File: src/rtl/icache_refill.sv
// Instruction-cache miss refill engine: fetches one 32-bit word as four
// little-endian byte beats from backing memory and hands it to the cache.
module icache_refill #(
    parameter int TIMEOUT_CYCLES = 255
) (
    input  logic        CLK,
    input  logic        RST_N,
    input  logic        cache_miss,
    input  logic [19:0] miss_addr,
    output logic        fetch,
    output logic [31:0] write_data,
    output logic        busy,
    output logic        err,
    output logic        mem_req,
    output logic [19:0] mem_addr,
    input  logic        mem_ack,
    input  logic [7:0]  mem_rdata
);

    localparam int TW = (TIMEOUT_CYCLES > 1) ? $clog2(TIMEOUT_CYCLES) : 1;
    localparam logic [TW-1:0] TLIM = TW'((TIMEOUT_CYCLES > 0) ? TIMEOUT_CYCLES - 1 : 0);

    typedef enum logic [1:0] {IDLE, REQ, RESP, HOLD} state_t;

    state_t        state, state_n;
    logic [1:0]    beat, beat_n;
    logic [TW-1:0] tcnt, tcnt_n;
    logic          fetch_n, err_n, busy_n, mem_req_n;
    logic [19:0]   mem_addr_n;
    logic [31:0]   wdata_n;
    logic          timeout_hit;

    assign timeout_hit = (TIMEOUT_CYCLES != 0) && (tcnt == TLIM);

    always_ff @(posedge CLK or negedge RST_N) begin
        if (!RST_N) begin
            state      <= IDLE;
            beat       <= 2'd0;
            tcnt       <= '0;
            fetch      <= 1'b0;
            err        <= 1'b0;
            busy       <= 1'b0;
            mem_req    <= 1'b0;
            mem_addr   <= 20'd0;
            write_data <= 32'd0;
        end else begin
            state      <= state_n;
            beat       <= beat_n;
            tcnt       <= tcnt_n;
            fetch      <= fetch_n;
            err        <= err_n;
            busy       <= busy_n;
            mem_req    <= mem_req_n;
            mem_addr   <= mem_addr_n;
            write_data <= wdata_n;
        end
    end

    // mem_addr[19:2] doubles as the latched miss address for the whole refill.
    always_comb begin
        state_n    = state;
        beat_n     = beat;
        tcnt_n     = tcnt;
        fetch_n    = 1'b0;
        err_n      = 1'b0;
        busy_n     = busy;
        mem_req_n  = mem_req;
        mem_addr_n = mem_addr;
        wdata_n    = write_data;
        case (state)
            IDLE: begin
                if (cache_miss) begin
                    beat_n     = 2'd0;
                    tcnt_n     = '0;
                    mem_addr_n = {miss_addr[19:2], 2'b00};
                    mem_req_n  = 1'b1;
                    busy_n     = 1'b1;
                    state_n    = REQ;
                end
            end
            REQ: begin
                if (mem_req && mem_ack) begin
                    wdata_n[{beat, 3'b000} +: 8] = mem_rdata;
                    tcnt_n = '0;
                    if (beat == 2'd3) begin
                        mem_req_n = 1'b0;
                        fetch_n   = 1'b1;
                        state_n   = RESP;
                    end else begin
                        beat_n          = beat + 2'd1;
                        mem_addr_n[1:0] = beat + 2'd1;
                    end
                end else if (timeout_hit) begin
                    tcnt_n    = '0;
                    mem_req_n = 1'b0;
                    wdata_n   = 32'd0;
                    fetch_n   = 1'b1;
                    err_n     = 1'b1;
                    state_n   = RESP;
                end else begin
                    tcnt_n = tcnt + 1'b1;
                end
            end
            RESP: begin
                state_n = HOLD;
            end
            // Cooldown: the stale cache_miss level is ignored here.
            HOLD: begin
                busy_n  = 1'b0;
                state_n = IDLE;
            end
            default: state_n = IDLE;
        endcase
    end

endmodule

File: config.mk
export PLATFORM = sky130hd
export DESIGN_NAME = icache_refill
export DESIGN_NICKNAME = d
export VERILOG_FILES = /design/src/rtl/icache_refill.sv
export SDC_FILE = /design/constraint.sdc
export NUM_CORES = 1
export LEC_CHECK = 0
export CORE_MARGIN = 2
export CORE_UTILIZATION = 25
export CTS_BUF_LIST = sky130_fd_sc_hd__clkbuf_4
export DETAILED_ROUTE_END_ITERATION = 10
export GPL_ROUTABILITY_DRIVEN = 0
export GPL_TIMING_DRIVEN = 1
export PLACE_DENSITY = 0.46
export SYNTH_ARGS = -nofsm -noshare
export SYNTH_HDL_FRONTEND = slang
export SYNTH_SLANG_ARGS = --single-unit
File: constraint.sdc
create_clock -name CLK -period 2.2 [get_ports CLK]
set_input_delay 0.55 -clock CLK [delete_from_list [all_inputs] [get_ports CLK]]
set_output_delay 0.55 -clock CLK [all_outputs]
set_load 0.02 [all_outputs]
# ---- After elaboration in Yosys (flattened, before gate mapping)
# Cells that the tools add are included.
dict set report op_classes {
  bitwise 0
  n_div 0
  n_eq_ne 10
  muxes 30
  shifts 2
  reduce_logical 12
  multipliers 0
  n_lt_le_gt_ge 0
  add_sub_neg 3
}
# cell count
set ops {}
lappend ops {{$mux 32} 2}
lappend ops {{$bwmux 32} 1}
lappend ops {{$shift 8x7->32 const A} 1}
lappend ops {{$shiftx 8x7->32} 1}
lappend ops {{$mux 8} 3}
lappend ops {{$mux 2} 8}
lappend ops {{$pmux 8 s2} 1}
lappend ops {{$mux 1} 10}
lappend ops {{$add 8x1->8 const B} 1}
lappend ops {{$eq 8x8->1 const B} 1}
lappend ops {{$pmux 2 s2} 2}
lappend ops {{$pmux 2 s4} 1}
lappend ops {{$reduce_and 2->1} 4}
lappend ops {{$reduce_and 4->1} 2}
lappend ops {{$neg 5->7} 1}
lappend ops {{$eq 2x2->1 const B} 3}
lappend ops {{$ne 2x2->1 const B} 3}
lappend ops {{$ne 3x3->1 const B} 2}
lappend ops {{$reduce_bool 2->1} 3}
lappend ops {{$pmux 1 s2} 2}
lappend ops {{$reduce_and 3->1} 1}
lappend ops {{$add 2x1->2 const B} 1}
lappend ops {{$eq 2x1->1 const B} 1}
lappend ops {{$logic_not 2->1} 1}
lappend ops {{$logic_and 1x1->1} 1}
dict set report totals {
  n_memories 0
  ramBits 0
  word_cells 67
  mem_bits_ro 0
  regBits 68
  output_inout_bits 56
  latch_bits 0
}

# ---- Longest topological paths before layout
dict set report depth {
  ltp_word 4
  depth_mapped 8
}

# ---- Worst setup path after synthesis
# Ideal clock, no wire load.
dict set report synth_path {
  path_type {reg-to-reg}
  start {register beat[0]}
  end {register write_data[10]}
  path_stages_with_launch 8
  slack_ns 0.093
  arrival_ns 2.027
  cell_sequence {dfrtp_1 > clkbuf_1 > inv_1 > ha_1 > inv_1 > nor4_4 > nand2_1 > mux2i_1}
}
dict set report synth_via {
  elab_chain_len 4
}
# item line_no
set synth_rtl {}
lappend synth_rtl {{start: declaration} 26} ;# logic [1:0] beat, beat_n;
lappend synth_rtl {{start signal: assignment} 48} ;# beat <= beat_n;
lappend synth_rtl {{$neg 5->7 (*)} 83} ;# wdata_n[{beat, 3'b000} +: 8] = mem_rdata;
lappend synth_rtl {{$shiftx 8x7->32 / $shift 8x7->32 (equally long branches)} 83}
lappend synth_rtl {{$bwmux 32 (*)} 83}
lappend synth_rtl {{$mux 32 (*)} 82} ;# if (mem_req && mem_ack) begin
lappend synth_rtl {{end signal: assignment} 55} ;# write_data <= wdata_n;
lappend synth_rtl {{end: declaration} 11} ;# output logic [31:0] write_data,
# Mark *: on every way between the ends. The rest lies on a longest branch, timed or not.
# A chain may end at the register's enable or synchronous reset.

# ---- Worst setup path after layout
dict set report layout_path {
  start {register mem_req}
  end {output mem_req}
}
# item line_no
set layout_rtl {}
lappend layout_rtl {{start: declaration} 14} ;# output logic mem_req,
lappend layout_rtl {{start signal: assignment} 53} ;# mem_req <= mem_req_n;
# No word-level cell between the ends.

==> flow_results.org <==
** Status
- The flow ran to the end, and the final reports show no timing, DRC or antenna violations.

** Floorplan
- Site Rows :: 40
- Die Footprint :: 0.01326 mm²
- The initial utilization of the core area, before any placement, comes to 0.2561.
- Die W :: 115.2 µm
- The floorplan step defined a core boundary enclosing 0.01206 mm².
- Die span in y :: 115.2 µm
- Pin placement for this block handled 88 I/O pins.

** Critical path
- In this run the number of cells on the critical path is 1.
- Among cell families on the critical path, the largest total delay comes from buffers and inverters.
- Required time of the worst setup path :: 1.65 ns
- The worst setup path is launched from a flip-flop.
- Number of buffer and inverter instances along the worst setup path :: 1
- Crit-path max cell delay :: 0.64 ns
- Maximum fanout along the worst path :: 9
- Worst Setup End Kind :: output pin
- The critical path in this run is classified as flip-flop to output pin.
- Traced cell by cell, the critical path runs through clkdlybuf4s50_1.
- Counting cells, the worst reg-to-reg path comes to 7.
- For the worst setup path, the data arrival time is 1.53 ns.
- On the critical path, the stage with the largest delay is an instance of sky130_fd_sc_hd__clkdlybuf4s50_1.

** Drt
- Length of the first detailed-routing pass in iterations :: 4
- For this block, the routed nets add up to 7.544 mm of wire.
- In the final routed layout, each cell accounts on average for 14.00 µm.
- For this block, the via count after detailed routing is 2289.
- In the routed design, unresolved DRC markers number 0.
- Dividing the detail-routed via count by the number of cells gives 4.247.
- The detailed router finished its first iteration with 124 violations.
- Once detail routing completed, the nets flagged for antenna violations numbered 0.

** Layout
- Count of filler cells inserted in the layout :: 1213
- Measured on the finished design, the core utilization comes to 0.3632.
- Post-route cell area :: 0.004380 mm²
- Count of placed standard cells in the final layout, fillers left out :: 539
- Area growth from synthesis to layout :: 41.80%
- Diode insertion count for antenna repair :: 0
- Count of nets after finishing :: 410
- Of the cells placed in the final design, the portion with a size suffix greater than 1 is 0.1590.

** Timing
- Rel. slew slack :: 0.6872
- RSZ-0062 raised after global routing :: false
- The worst path in the final design needs a cycle of 2.082 ns, including I/O delays and setup.
- Number of endpoints with negative hold slack in the final report :: 0
- The tightest hold path in the finished design has a slack of 0.08532 ns.
- Worst Setup Slack, final :: 0.1183 ns
- The number of pins with negative max-slew slack in the final report came to 0.
- For this run, the top clock speed supported by timing is 480.4 MHz.
- Period Utilization, post-route :: 0.9462
- For the pin with the worst max-slew slack, the measured transition is 0.4693 ns.
- For the final routed database, the setup TNS stands at 0 ns.
- Final Setup Violations :: 0
- Clock skew on the completed layout was measured at 0.01513 ns.

** Power
- The analysis attributes to cell leakage a power of 1.890 nW.
- Of the total power, registers draw 0.353.
- Combinational share of power :: 0.508
- Summed over all nets, the switching power comes to 2.172 mW.
- Clock network power share :: 0.139
- Of the total power, the share spent switching nets is 0.3825.
- The worst-case IR drop observed on VDD is 416.6 µV.
- Ratio of total power to cell area :: 1296 mW/mm²
- Internal power :: 3.505 mW
- After layout, the design draws a total of 5.677 mW.

** Clocking
- H-Tree Level Count :: 3
- CTS tree :: done
- Clk slew on worst S/H paths :: 0.12 ns
- Clock latency on the worst-skew pair :: 0.40 ns
- Number of buffers created by CTS :: 9
- The clock drives 66 sinks.
- The number of setup buffers added after CTS is 0.
- Quantity of hold-fixing buffers added after cts :: 0
- Clock root buffer :: sky130_fd_sc_hd__clkbuf_4
- Counting along the longest clock path gives a buffer depth of 2.

** Placed design
- Instance area at placement :: 0.004250 mm²
- After legalization and detailed placement, the total HPWL measured 5.495 mm.
- Buffers placed on the I/O ports in this run total 85.
- Number of cells after detailed placement :: 524
- Before CTS, the worst setup slack after placement is 0.03620 ns.

** Yosys
- Synthesized area divided by synthesized cell count :: 11.57 µm²
- Post-synth top area share :: 0.5346
- Synth Instances :: 267
- Syn nets :: 310
- Mapped Area :: 0.003089 mm²
- Cell variety after synth :: 40
- The Yosys step of the flow raised 0 warnings.
- Flop and latch count out of synthesis :: 66
- Dominant cell type by area after synthesis :: sky130_fd_sc_hd__dfrtp_1
- Sequential share of the synthesized area :: 0.5346
- After synthesis, the cell types taking the most area are sky130_fd_sc_hd__dfrtp_1 53%, sky130_fd_sc_hd__mux2_2 6.9%, sky130_fd_sc_hd__mux2i_1 5.2%.

** GRT
- Vias in the first global route :: 2311
- Global router's overall resource usage :: 0.1198
- The total overflow left after global routing is 0.
- Entering global routing, the biggest net connects 38 pins.
- The initial antenna violation count was 0.
- Global-route wire length before repair :: 12.18 mm

** Min path
- The tightest min-delay check is of the input port to asynchronous set/reset pin type.

** Job
- Max-cap violations in this run came to 0.
==> what timing repair did <==
item / in CTS / in global routing
endpoints found under the setup margin: 1 / 1
gates resized for setup: 1 / 1
cloned: 0 / 0
==> cells by family after synthesis <==
logic type / after synthesis / share of synthesized area
flip-flops: 66 / 0.5346
AND/OR/NAND/NOR: 65 / 0.1252
AO/OA/AOI/OAI: 45 / 0.1077
buffers and inverters: 41 / 0.05549
multiplexers: 35 / 0.1211
adder cells (fa/ha/maj): 11 / 0.04455
XOR/XNOR: 4 / 0.01134
==> metal layers <==
layer / track usage / part of all wire / vias up
met5: 0 / 0 / -
met4: 0.04096 / 0.011 / 0
met3: 0.03426 / 0.044 / 6
met2: 0.1894 / 0.46 / 53
met1: 0.1577 / 0.48 / 1115
li1: - / - / 1115
==> sequential cells by signal (all words and copies together), names as in the netlist <==
signal      flops
beat            2
busy            1
err             1
fetch           1
mem_addr       18
mem_req         1
state           2
tcnt            8
write_data     32
==> path summary, 6_finish.rpt <==
path,start,to,slack [ns]
hold / removal,RST_N,write_data[20]$_DFFE_PN0P_,0.09
min in group CLK,write_data[7]$_DFFE_PN0P_,write_data[7]$_DFFE_PN0P_,0.51
hold reg to reg,write_data[7]$_DFFE_PN0P_,write_data[7]$_DFFE_PN0P_,0.51
max in group asynchronous,RST_N,mem_req$_DFFE_PN0P_,1.52
setup reg to reg,beat[1]$_DFFE_PN0P_,write_data[23]$_DFFE_PN0P_,0.33
setup / recovery,mem_req$_DFFE_PN0P_,mem_req,0.12
==> layout make-up <==
type                            count  area, µm²  area share
Clock buffer                       11      82.58     0.01885
Timing Repair Buffer               97       1001      0.2285
Inverter                           33      123.9     0.02828
Clock inverter                      4      43.79    0.009997
Sequential cell                    66       1653      0.3773
Multi-Input combinational cell    160       1266      0.2891
Tap cell                          168      210.2     0.04799
==> cell usage after synthesis <==
library cell	count
sky130_fd_sc_hd__a22o_1	10
sky130_fd_sc_hd__o22ai_1	2
sky130_fd_sc_hd__nand2_4	1
sky130_fd_sc_hd__or3_1	1
sky130_fd_sc_hd__a21bo_2	1
sky130_fd_sc_hd__a21oi_1	4
sky130_fd_sc_hd__mux2_2	19
sky130_fd_sc_hd__nand3_1	10
sky130_fd_sc_hd__o32ai_1	1
sky130_fd_sc_hd__buf_4	1
sky130_fd_sc_hd__nand4_1	4
sky130_fd_sc_hd__a31oi_1	1
sky130_fd_sc_hd__mux2i_1	16
sky130_fd_sc_hd__ha_1	11
sky130_fd_sc_hd__nor2_1	7
sky130_fd_sc_hd__clkbuf_1	1
sky130_fd_sc_hd__nor4_4	3
sky130_fd_sc_hd__a21bo_1	1
sky130_fd_sc_hd__nor4b_4	1
sky130_fd_sc_hd__and4_4	1
sky130_fd_sc_hd__a32o_1	1
sky130_fd_sc_hd__xor2_1	4
sky130_fd_sc_hd__a211o_1	1
sky130_fd_sc_hd__o21a_1	2
sky130_fd_sc_hd__buf_2	5
sky130_fd_sc_hd__nand2b_1	2
sky130_fd_sc_hd__and3_1	4
sky130_fd_sc_hd__o21ai_0	4
sky130_fd_sc_hd__a21boi_2	1
sky130_fd_sc_hd__o21ai_1	11
sky130_fd_sc_hd__o211ai_1	1
sky130_fd_sc_hd__nand3_2	2
sky130_fd_sc_hd__nand2_1	28
sky130_fd_sc_hd__inv_1	33
sky130_fd_sc_hd__nor2b_1	1
sky130_fd_sc_hd__a21o_1	1
sky130_fd_sc_hd__dfrtp_1	66
sky130_fd_sc_hd__buf_6	1
sky130_fd_sc_hd__o21ai_4	2
sky130_fd_sc_hd__o32a_1	1
==> cell usage in the layout, fill, tap and decap left out, types with 2 or more instances in the layout <==
master / n
sky130_fd_sc_hd__clkdlybuf4s50_1: 83
sky130_fd_sc_hd__dfrtp_1: 65
sky130_fd_sc_hd__inv_1: 33
sky130_fd_sc_hd__nand2_1: 28
sky130_fd_sc_hd__mux2_2: 19
sky130_fd_sc_hd__mux2i_1: 16
sky130_fd_sc_hd__o21ai_1: 11
sky130_fd_sc_hd__ha_1: 11
sky130_fd_sc_hd__clkbuf_4: 11
sky130_fd_sc_hd__nand3_1: 10
sky130_fd_sc_hd__a22o_1: 10
sky130_fd_sc_hd__nor2_1: 7
sky130_fd_sc_hd__buf_4: 7
sky130_fd_sc_hd__buf_12: 5
sky130_fd_sc_hd__and3_1: 4
sky130_fd_sc_hd__nand4_1: 4
sky130_fd_sc_hd__o21ai_0: 4
sky130_fd_sc_hd__a21oi_1: 4
sky130_fd_sc_hd__xor2_1: 4
sky130_fd_sc_hd__nor4_4: 3
sky130_fd_sc_hd__nand3_2: 2
sky130_fd_sc_hd__o21ai_4: 2
sky130_fd_sc_hd__nand2b_1: 2
sky130_fd_sc_hd__o22ai_1: 2
sky130_fd_sc_hd__o21a_1: 2
sky130_fd_sc_hd__clkinv_2: 2
==> power by group through the flow <==
stage               sequential (mW)  combinational, mW  clock [mW]
global route                   2.07               3.11       0.904
floorplan                      2.59              0.984           0
detailed placement             2.03               2.91           0
CTS                            2.01               2.93       0.839
global placement               2.03               2.89           0
finish                         2.00               2.88       0.792
Power figures use the tool's default switching activity.
